`config.mk`:
```
export PLATFORM = sky130hd
export DESIGN_NAME = fp_add_pipe
export DESIGN_NICKNAME = d
export VERILOG_FILES = /design/src/rtl/fp_add_pipe.sv
export SDC_FILE = /design/constraint.sdc
export NUM_CORES = 1
export LEC_CHECK = 0
export CORE_MARGIN = 2
export CORE_UTILIZATION = 48
export CTS_CLUSTER_DIAMETER = 120
export DETAILED_ROUTE_END_ITERATION = 12
export MAX_ROUTING_LAYER = met4
export PLACE_DENSITY = 0.81
export RECOVER_POWER = 25
export SLEW_MARGIN = 40
export SYNTH_ARGS = -nofsm -noshare
export SYNTH_HDL_FRONTEND = slang
export SYNTH_SLANG_ARGS = --single-unit
```
`constraint.sdc`:
```
create_clock -name clk -period 4.2 [get_ports clk]
set_input_delay 0.84 -clock clk [delete_from_list [all_inputs] [get_ports clk]]
set_output_delay 0.84 -clock clk [all_outputs]
set_load 0.02 [all_outputs]
```
`src/rtl/fp_add_pipe.sv`:
```
// fp_add_pipe: 3-stage floating-point add/sub with valid/ready handshake.
// Optional macro FP_ADD_PIPE_RNE_EN selects round-to-nearest-even (default: truncate).
module fp_add_pipe #(
  parameter int EXP_W = 5,
  parameter int MAN_W = 10
) (
  input  logic                       clk,
  input  logic                       rst,
  input  logic                       in_valid,
  output logic                       in_ready,
  input  logic [EXP_W+MAN_W:0]       a,
  input  logic [EXP_W+MAN_W:0]       b,
  input  logic                       op_sub,
  output logic                       out_valid,
  input  logic                       out_ready,
  output logic [EXP_W+MAN_W:0]       result,
  output logic [2:0]                 flags
);

  localparam int W  = 1 + EXP_W + MAN_W;
  localparam int SW = MAN_W + 4;
  localparam int XW = EXP_W + $clog2(SW + 1) + 2;

  localparam logic [EXP_W-1:0] EONES = '1;
  localparam logic [W-1:0] QNAN =
    {1'b0, EONES, 1'b1, {(MAN_W-1){1'b0}}};
  localparam logic [XW-1:0] SH_MAX = XW'(SW - 1);
  localparam logic signed [XW-1:0] E_ONE = XW'(1);
  localparam logic signed [XW-1:0] E_MAX =
    $signed({{(XW-EXP_W){1'b0}}, EONES});

  typedef struct packed {
    logic             spec;
    logic [W-1:0]     spec_res;
    logic [2:0]       spec_flg;
    logic             sign;
    logic             sub;
    logic [EXP_W-1:0] exp;
    logic [SW-1:0]    sig_l;
    logic [SW-1:0]    sig_s;
    logic             neg_zero;
  } s1_t;

  typedef struct packed {
    logic             spec;
    logic [W-1:0]     spec_res;
    logic [2:0]       spec_flg;
    logic             sign;
    logic [EXP_W-1:0] exp;
    logic [SW:0]      sum;
    logic             neg_zero;
  } s2_t;

  logic adv;
  logic v1, v2;
  s1_t  s1_d, s1;
  s2_t  s2_d, s2;

  assign adv      = !out_valid || out_ready;
  assign in_ready = adv;

  // ---------------- S1: unpack / compare / align
  logic [EXP_W-1:0] ea, eb;
  logic [MAN_W-1:0] fa, fb;
  logic             sa, sb;
  logic             a_zero, b_zero, a_inf, b_inf, a_nan, b_nan;
  logic             b_big;
  logic [SW-1:0]    sig_a, sig_b, sig_s, sig_sh;
  logic [XW-1:0]    d;
  logic             nan_c, ainf_c, binf_c, norm_c;

  assign ea     = a[W-2:MAN_W];
  assign eb     = b[W-2:MAN_W];
  assign fa     = a[MAN_W-1:0];
  assign fb     = b[MAN_W-1:0];
  assign sa     = a[W-1];
  assign sb     = b[W-1] ^ op_sub;
  assign a_zero = (ea == '0);
  assign b_zero = (eb == '0);
  assign a_inf  = (ea == EONES) && (fa == '0);
  assign b_inf  = (eb == EONES) && (fb == '0);
  assign a_nan  = (ea == EONES) && (fa != '0);
  assign b_nan  = (eb == EONES) && (fb != '0);
  assign b_big  = b[W-2:0] > a[W-2:0];
  assign sig_a  = a_zero ? '0 : {1'b1, fa, 3'b000};
  assign sig_b  = b_zero ? '0 : {1'b1, fb, 3'b000};
  assign sig_s  = b_big ? sig_a : sig_b;
  assign d      = b_big ? {{(XW-EXP_W){1'b0}}, eb - ea}
                        : {{(XW-EXP_W){1'b0}}, ea - eb};

  assign nan_c  = a_nan || b_nan || (a_inf && b_inf && (sa != sb));
  assign ainf_c = !nan_c && a_inf;
  assign binf_c = !nan_c && !a_inf && b_inf;
  assign norm_c = !(nan_c || ainf_c || binf_c);

  // right-shift the smaller significand, folding lost bits into sticky
  always_comb begin
    logic lost;
    lost   = 1'b0;
    sig_sh = '0;
    if (d >= SH_MAX) begin
      sig_sh = {{(SW-1){1'b0}}, |sig_s};
    end else begin
      sig_sh = sig_s >> d;
      for (int i = 0; i < SW; i++)
        if (XW'(i) < d) lost = lost | sig_s[i];
      sig_sh[0] = sig_sh[0] | lost;
    end
  end

  // assemble the S1 bundle and classify special operands
  always_comb begin
    s1_d          = '0;
    s1_d.sub      = sa ^ sb;
    s1_d.sign     = b_big ? sb : sa;
    s1_d.exp      = b_big ? eb : ea;
    s1_d.sig_l    = b_big ? sig_b : sig_a;
    s1_d.sig_s    = sig_sh;
    s1_d.neg_zero = a_zero && b_zero && sa && sb;
    unique case (1'b1)
      nan_c: begin
        s1_d.spec     = 1'b1;
        s1_d.spec_res = QNAN;
        s1_d.spec_flg = 3'b100;
      end
      ainf_c: begin
        s1_d.spec     = 1'b1;
        s1_d.spec_res = {sa, EONES, {MAN_W{1'b0}}};
      end
      binf_c: begin
        s1_d.spec     = 1'b1;
        s1_d.spec_res = {sb, EONES, {MAN_W{1'b0}}};
      end
      norm_c: s1_d.spec = 1'b0;
    endcase
  end

  // S1 register
  always_ff @(posedge clk or posedge rst) begin
    if (rst) begin
      v1 <= 1'b0;
      s1 <= '0;
    end else if (adv) begin
      v1 <= in_valid;
      if (in_valid) s1 <= s1_d;
    end
  end

  // ---------------- S2: signed magnitude add
  // S2 next-state bundle: magnitude sum or difference (sig_l >= sig_s)
  always_comb begin
    s2_d          = '0;
    s2_d.spec     = s1.spec;
    s2_d.spec_res = s1.spec_res;
    s2_d.spec_flg = s1.spec_flg;
    s2_d.sign     = s1.sign;
    s2_d.exp      = s1.exp;
    s2_d.neg_zero = s1.neg_zero;
    if (s1.sub)
      s2_d.sum = {1'b0, s1.sig_l} - {1'b0, s1.sig_s};
    else
      s2_d.sum = {1'b0, s1.sig_l} + {1'b0, s1.sig_s};
  end

  // S2 register
  always_ff @(posedge clk or posedge rst) begin
    if (rst) begin
      v2 <= 1'b0;
      s2 <= '0;
    end else if (adv) begin
      v2 <= v1;
      if (v1) s2 <= s2_d;
    end
  end

  // ---------------- S3: normalise / round / pack
  logic [XW-1:0]        pos, sh;
  logic [SW-1:0]        nrm;
  logic signed [XW-1:0] e_n, e_r;
  logic [MAN_W:0]       mant_sum;
  logic [W-1:0]         res_d;
  logic [2:0]           flg_d;
  logic                 unused;

  assign unused = ^{nrm[SW-1], nrm[2:0]};

  // find the leading one and normalise the sum
  always_comb begin
    pos = '0;
    for (int i = 0; i <= SW; i++)
      if (s2.sum[i]) pos = XW'(i);
    sh  = '0;
    nrm = '0;
    e_n = $signed({{(XW-EXP_W){1'b0}}, s2.exp});
    if (s2.sum[SW]) begin
      nrm    = s2.sum[SW:1];
      nrm[0] = s2.sum[1] | s2.sum[0];
      e_n    = e_n + E_ONE;
    end else begin
      sh  = SH_MAX - pos;
      nrm = s2.sum[SW-1:0] << sh;
      e_n = e_n - $signed(sh);
    end
  end

  // round the normalised significand
  always_comb begin
`ifdef FP_ADD_PIPE_RNE_EN
    logic inc;
    inc      = nrm[2] & (nrm[1] | nrm[0] | nrm[3]);
    mant_sum = {1'b0, nrm[SW-2:3]} + {{MAN_W{1'b0}}, inc};
`else
    mant_sum = {1'b0, nrm[SW-2:3]};
`endif
    e_r = e_n + $signed({{(XW-1){1'b0}}, mant_sum[MAN_W]});
  end

  // pack result and flags, specials take priority
  always_comb begin
    res_d = '0;
    flg_d = '0;
    if (s2.spec) begin
      res_d = s2.spec_res;
      flg_d = s2.spec_flg;
    end else if (s2.sum == '0) begin
      res_d = {s2.neg_zero, {(W-1){1'b0}}};
    end else if (e_r >= E_MAX) begin
      res_d = {s2.sign, EONES, {MAN_W{1'b0}}};
      flg_d = 3'b010;
    end else if (e_r < E_ONE) begin
      res_d = {s2.sign, {(W-1){1'b0}}};
      flg_d = 3'b001;
    end else begin
      res_d = {s2.sign, e_r[EXP_W-1:0], mant_sum[MAN_W-1:0]};
    end
  end

  // S3 output register
  always_ff @(posedge clk or posedge rst) begin
    if (rst) begin
      out_valid <= 1'b0;
      result    <= '0;
      flags     <= '0;
    end else if (adv) begin
      out_valid <= v2;
      if (v2) begin
        result <= res_d;
        flags  <= flg_d;
      end
    end
  end

endmodule

```
---- Yosys cells after proc, flatten, opt, wreduce, memory -nomap -nowiden ----
Index checks and enable logic that the tools add are counted.
storage, ports and cells
  output and inout bits ................... 21
  register bits ........................... 120
  input bits .............................. 37
operators by class
  bitwise logic cells ..................... 17
  order comparisons ....................... 18
  reductions and logical operators ........ 33
  equal/unequal tests ..................... 3
  shifts and indexed selects .............. 2
  $add $sub $neg .......................... 7
  muxes and demuxes ....................... 64
operator list
  cell                   count
  $mux 11                14
  $mux 14                5
  $pmux 16 s3            1
  $mux 15                3
  $mux 16                2
  $mux 1                 31
  $lt 4x5->1 const A     6
  $logic_not 10->1       2
  $lt 3x5->1 const A     4
  $reduce_bool 10->1     2
  $add 14x14->15         1
  $gt 15x15->1           1
  $logic_not 15->1       1
  $or 1x1->1             15
  $sub 14x14->15         1
  $reduce_or 14->1       1
  $shl 14x11->13         1
  $shr 14x5->14          1
  $mux 13                1
  $logic_and 1x1->1      12
  $ge 11x6->1 const B    1
  $lt 11x2->1 const B    1
  $sub 4x11->11 const A  1
  $sub 6x11->11          1
  other kinds (17)       35

---- Depth between registers and ports, before layout ----
  word-level depth ........................ 46
  gate-level depth with buffers ........... 20
  depth with buffers taken out ............ 17

---- Worst setup path after synthesis ----
Ideal clock, no wire load.
  kind .................................... reg-to-reg
  from .................................... register s2[3] (netlist bit)
  to ...................................... register result[1]
  stages on the path, launching flop included .. 21
  setup slack ............................. -0.076 ns
  data required time ...................... 4.117 ns
  data arrival time ....................... 4.193 ns
  buffers on the path ..................... 3
  cells stage by stage .................... dfrtp_1 -> nand2b_1 -> a21oi_1 -> o21bai_1 -> a21oi_1 -> o41a_1 -> clkbuf_1 -> buf_1 -> nand2_1 -> ha_1 -> fa_1 -> nor2b_1 -> o21ai_0 -> a21boi_0 -> nor2_1 -> o21ai_0 -> nand2_1 -> nor3b_1 -> clkbuf_1 -> nand3_1 -> o21ai_0
on the way
  cells in the longest elaborated chain, start to end .. 21
  elaborated cells on any way between the ends .. 25
  classes of those cells .................. 2 x add/sub; 2 x order compare; 1 x shift; 19 x mux; 1 x reduce/logical
RTL lines
  item                      RTL line  RTL
  start: declaration        57        s2_t s2_d, s2;
  start signal: assignment  169       s2 <= '0;
  start signal: assignment  172       if (v1) s2 <= s2_d;
  $mux 11 (13 in series)    191       if (s2.sum[i]) pos = XW'(i);
  $sub 4x11->11             200       sh = SH_MAX - pos;
  $sub 6x11->11             202       e_n = e_n - $signed(sh);
  $mux 11                   195       if (s2.sum[SW]) begin
  $lt 11x2->1               230       end else if (e_r < E_ONE) begin
  $mux 15                   230
  $mux 15                   227       end else if (e_r >= E_MAX) begin
  $mux 16 (*)               225       end else if (s2.sum == '0) begin
  $mux 16 (*)               222       if (s2.spec) begin
  end signal: assignment    247       result <= res_d;
  end: declaration          16        output logic [EXP_W+MAN_W:0] result,
Mark *: on every way between the ends. The rest lies on a longest branch, timed or not.
A chain may end at the register's enable or synchronous reset.

---- Final worst setup path ----
  from .................................... input port a[11]
  to ...................................... register s1[6] (netlist bit)
on the way
  cells in the longest elaborated chain, start to end .. 5
  elaborated cells on any way between the ends .. 10
  classes of those cells .................. 2 x add/sub; 2 x order compare; 1 x shift; 4 x mux; 1 x reduce/logical
RTL lines
  item                                                  RTL line  RTL
  start: declaration                                    11        input logic [EXP_W+MAN_W:0] a,
  branches (longest 4 deep; another with $gt 15x15->1)  --
  $mux 14 (*)                                           101       if (d >= SH_MAX) begin
  end signal: assignment                                142       s1 <= '0;
  end signal: assignment                                145       if (in_valid) s1 <= s1_d;
  end: declaration                                      56        s1_t s1_d, s1;
Every way passes the cells marked *.

==> results.py <==
metrics = {
    "finish": {
        "final_layout_size_suffix_gt1_share_pct": 15.3,
        "fillers": 1413,
        "stdcell_area_um2": 9320,
        "fin_util_pct": 59.6,
        "fin_nets": 1147,
        "antenna_cells": 0,
        "area_growth_pct": 22.6,
        "layoutNonFillerInstCount": 1288,
    },
    "die": {
        "rows": 46,
        "top_level_ports": 58,
        "die_y_um": 130,
        "die_w_um": 130,
        "core_area_um2": 15700,
        "fp.dieArea_um2": 16900,
        "start_util_pct": 48.6,
    },
    "placement": {
        "numPortBuffers": 57,
        "place_ws_ns": -0.0372,
        "hpwl_mm": 18.4,
        "placedCellCount": 1272,
        "gp_congestion": 1.02,
        "placed_area_um2": 9000,
    },
    "grt": {
        "track_usage_pct": 28.8,
        "grt_max_degree": 61,
        "grt-ovfl-total": 0,
        "grt_antenna_before_repair": 0,
        "grt_pass1_vias": 7540,
        "grt_pass1_wl_mm": 37.2,
    },
    "clock_network": {
        "numClockSinks": 85,
        "numCtsBuffers": 9,
        "cts_root_buf": "clkbuf_16",
        "clock_latency_ns": 0.35,
        "htree_num_levels": 3,
        "clockBufferDepth": 2,
        "cts_tree": "built",
        "clk_pin_slew_worst_paths_ns": 0.07,
        "post-cts-setup-buffers": 0,
    },
    "setup_path": {
        "startpoint_type": "primary input",
        "cp_data_required_time_ns": 4.43,
        "r2r_slack_ns": 0.26,
        "r2r-end": "result[8]",
        "reg2regPathDepth": 15,
        "path_max_fanout": 11,
        "r2r-start": "s2[3]",
        "crit_arrival_ns": 4.20,
        "critPathKind": "in -> reg",
        "endpoint_kind": "flip-flop",
    },
    "synth": {
        "ys.flop_type": "dfrtp_1",
        "synth_seq_cells": 85,
        "synth_top_area_share_pct": 28.0,
        "synth_nets": 1035,
        "yosysSeqAreaShare_pct": 28.0,
        "yosysTopAreaCell": "dfrtp_1",
        "post_synth_num_cell_types": 86,
        "async_flop_share_pct": 100,
        "avgSynthCellArea_um2": 7.96,
        "synth.most_common_cell": "nand2_1",
        "synth_area_um2": 7600,
        "ys_top_cells_by_area": "dfrtp_1 28%, ha_1 6.6%, nand2_1 5.8%, o21ai_0 4.5%, nor2_1 4.4%",
        "yosys_warnings": 0,
        "netlist_instances": 955,
        "ys_top_cells_by_count": "118 x nand2_1, 89 x nor2_1, 85 x dfrtp_1",
        "synth_edf_count": 0,
    },
    "sta": {
        "period_needed_ns": 3.97,
        "finalWorstSetupSlack_ns": 0.232,
        "slew_headroom_pct": -71.2,
        "setup_viol": 0,
        "post-route-period-util_pct": 94.5,
        "hold_ws_ns": 0.473,
        "tightest_slew_ns": 2.55,
        "fmax_ghz": 0.252,
        "final_hold_viol_count": 0,
        "grt_setup_unrepaired": "no",
        "fin_skew_ns": 0.0123,
        "finalMaxSlewViolations": 61,
        "setup-tns-final_ns": 0,
    },
    "drt": {
        "drcViolationCount": 0,
        "dr.pass1.iters": 5,
        "vias_per_cell": 6.02,
        "post_drt_wl_per_cell_um": 17.8,
        "first_iter_violations": 757,
        "ant_nets": 0,
        "wirelength_mm": 23.0,
        "vias": 7748,
    },
    "power": {
        "vdd_ir_drop_max_mv": 0.381,
        "p_leak_nw": 4.12,
        "power_mw": 5.83,
        "powerDensity_nw_per_um2": 625,
    },
    "status": {
        "violations": "capacitance limit, slew limit",
        "status": "finished, violations left",
    },
    "min_path": {
        "hold_path.startpoint": "flags[1]",
        "hold_depth": 2,
        "hp-class": "reg -> reg",
        "min_to": "flags[1]",
    },
    "flow_run": {
        "maxCapViolations": 1,
    },
}
worst max-delay path, stage by stage:
cell	delay, ns
clkdlybuf4s50_1	0.51
inv_1	0.08
ha_1	0.35
nand4_2	0.13
or3_4	0.43
a31oi_4	0.19
nor3_4	0.12
a2111oi_0	0.44
buf_4	0.19
nor4_1	0.05
buf_4	0.15
a211oi_1	0.31
o32ai_1	0.15
mux2_2	0.27
registers in the layout, indices dropped and copies added, names as in the netlist:
signal	count
flags	3
out_valid	1
result	16
s1	37
s2	26
v1	1
v2	1
logic make-up after synthesis:
logic type / count (synthesis) / synth area share, %
mux: 54 / 7.75
simple gates: 355 / 22.6
fa+ha+maj: 43 / 7.37
compound gates: 278 / 25.1
buf+inv: 109 / 5.60
flops: 85 / 28.0
xor+xnor: 31 / 3.57
per-layer routing:
metal / vias to the layer above / track usage (%) / wire (µm)
li1: 3719 / - / -
met1: 3559 / 32.8 / 9070
met2: 364 / 47.2 / 10800
met3: 106 / 4.26 / 1450
met4: 0 / 19.4 / 1640
met5: - / - / 0
area by class of cell:
cell class	instances	area, µm²	area share [%]
flip-flops and latches	85	2130	22.8
clock buffers	9	225	2.42
inverters	50	189	2.03
repair buffers	160	1360	14.5
clock inverters	7	86.3	0.926
well taps	216	270	2.90
multi-input cells	761	5070	54.4
placed cells by master, fill, tap and decap left out, types with 4 or more instances in the layout:
cell type and n:
ha_1 40, and3_1 8, a221oi_1 13, a21oi_1 56, nor3_1 26, nor4_1 12
o31ai_1 13, mux2i_1 33, o2111ai_1 4, mux2_2 19, o221ai_1 4, o21a_1 9
buf_4 102, a31oi_1 12, a221o_1 4, clkbuf_16 9, o211ai_1 7, dfrtp_1 85
nand3_1 34, nand2b_1 7, and2_1 11, nand3b_1 4, a211oi_1 9, a21boi_0 8
inv_1 47, nor2b_1 13, a21o_1 9, clkdlybuf4s50_1 56, nand4_1 9, nor3b_1 4
xor2_1 5, a32oi_1 4, nand2_1 117, o32ai_1 4, a22o_1 9, o21ai_0 69
xnor2_1 26, nor2_1 89
what timing repair did:
item,in CTS,in global routing
hold buffers,0,0
endpoints found under the hold margin,0,0
gates resized for setup,0,6
endpoints found under the setup margin,0,5
where the power goes:
group / internal (mW) / switching, mW
Sequential: 1.11 / 0.310
Combinational: 1.60 / 1.99
Clock: 0.429 / 0.384
Total: 3.14 / 2.69
worst max path at each step:
stage                     slack, ns  start         to  depth (start not counted)
after floorplan                0.09  s2[3]  result[1]                         20
after global placement        0.005  a[13]      s1[6]                         14
after detailed placement      -0.04  a[11]      s1[6]                         14
after CTS                      0.02  s2[3]  result[8]                         16
after global routing           0.04  s2[3]  result[3]                         16
final                          0.23  a[11]      s1[6]                         14
Power figures use the tool's default switching activity.
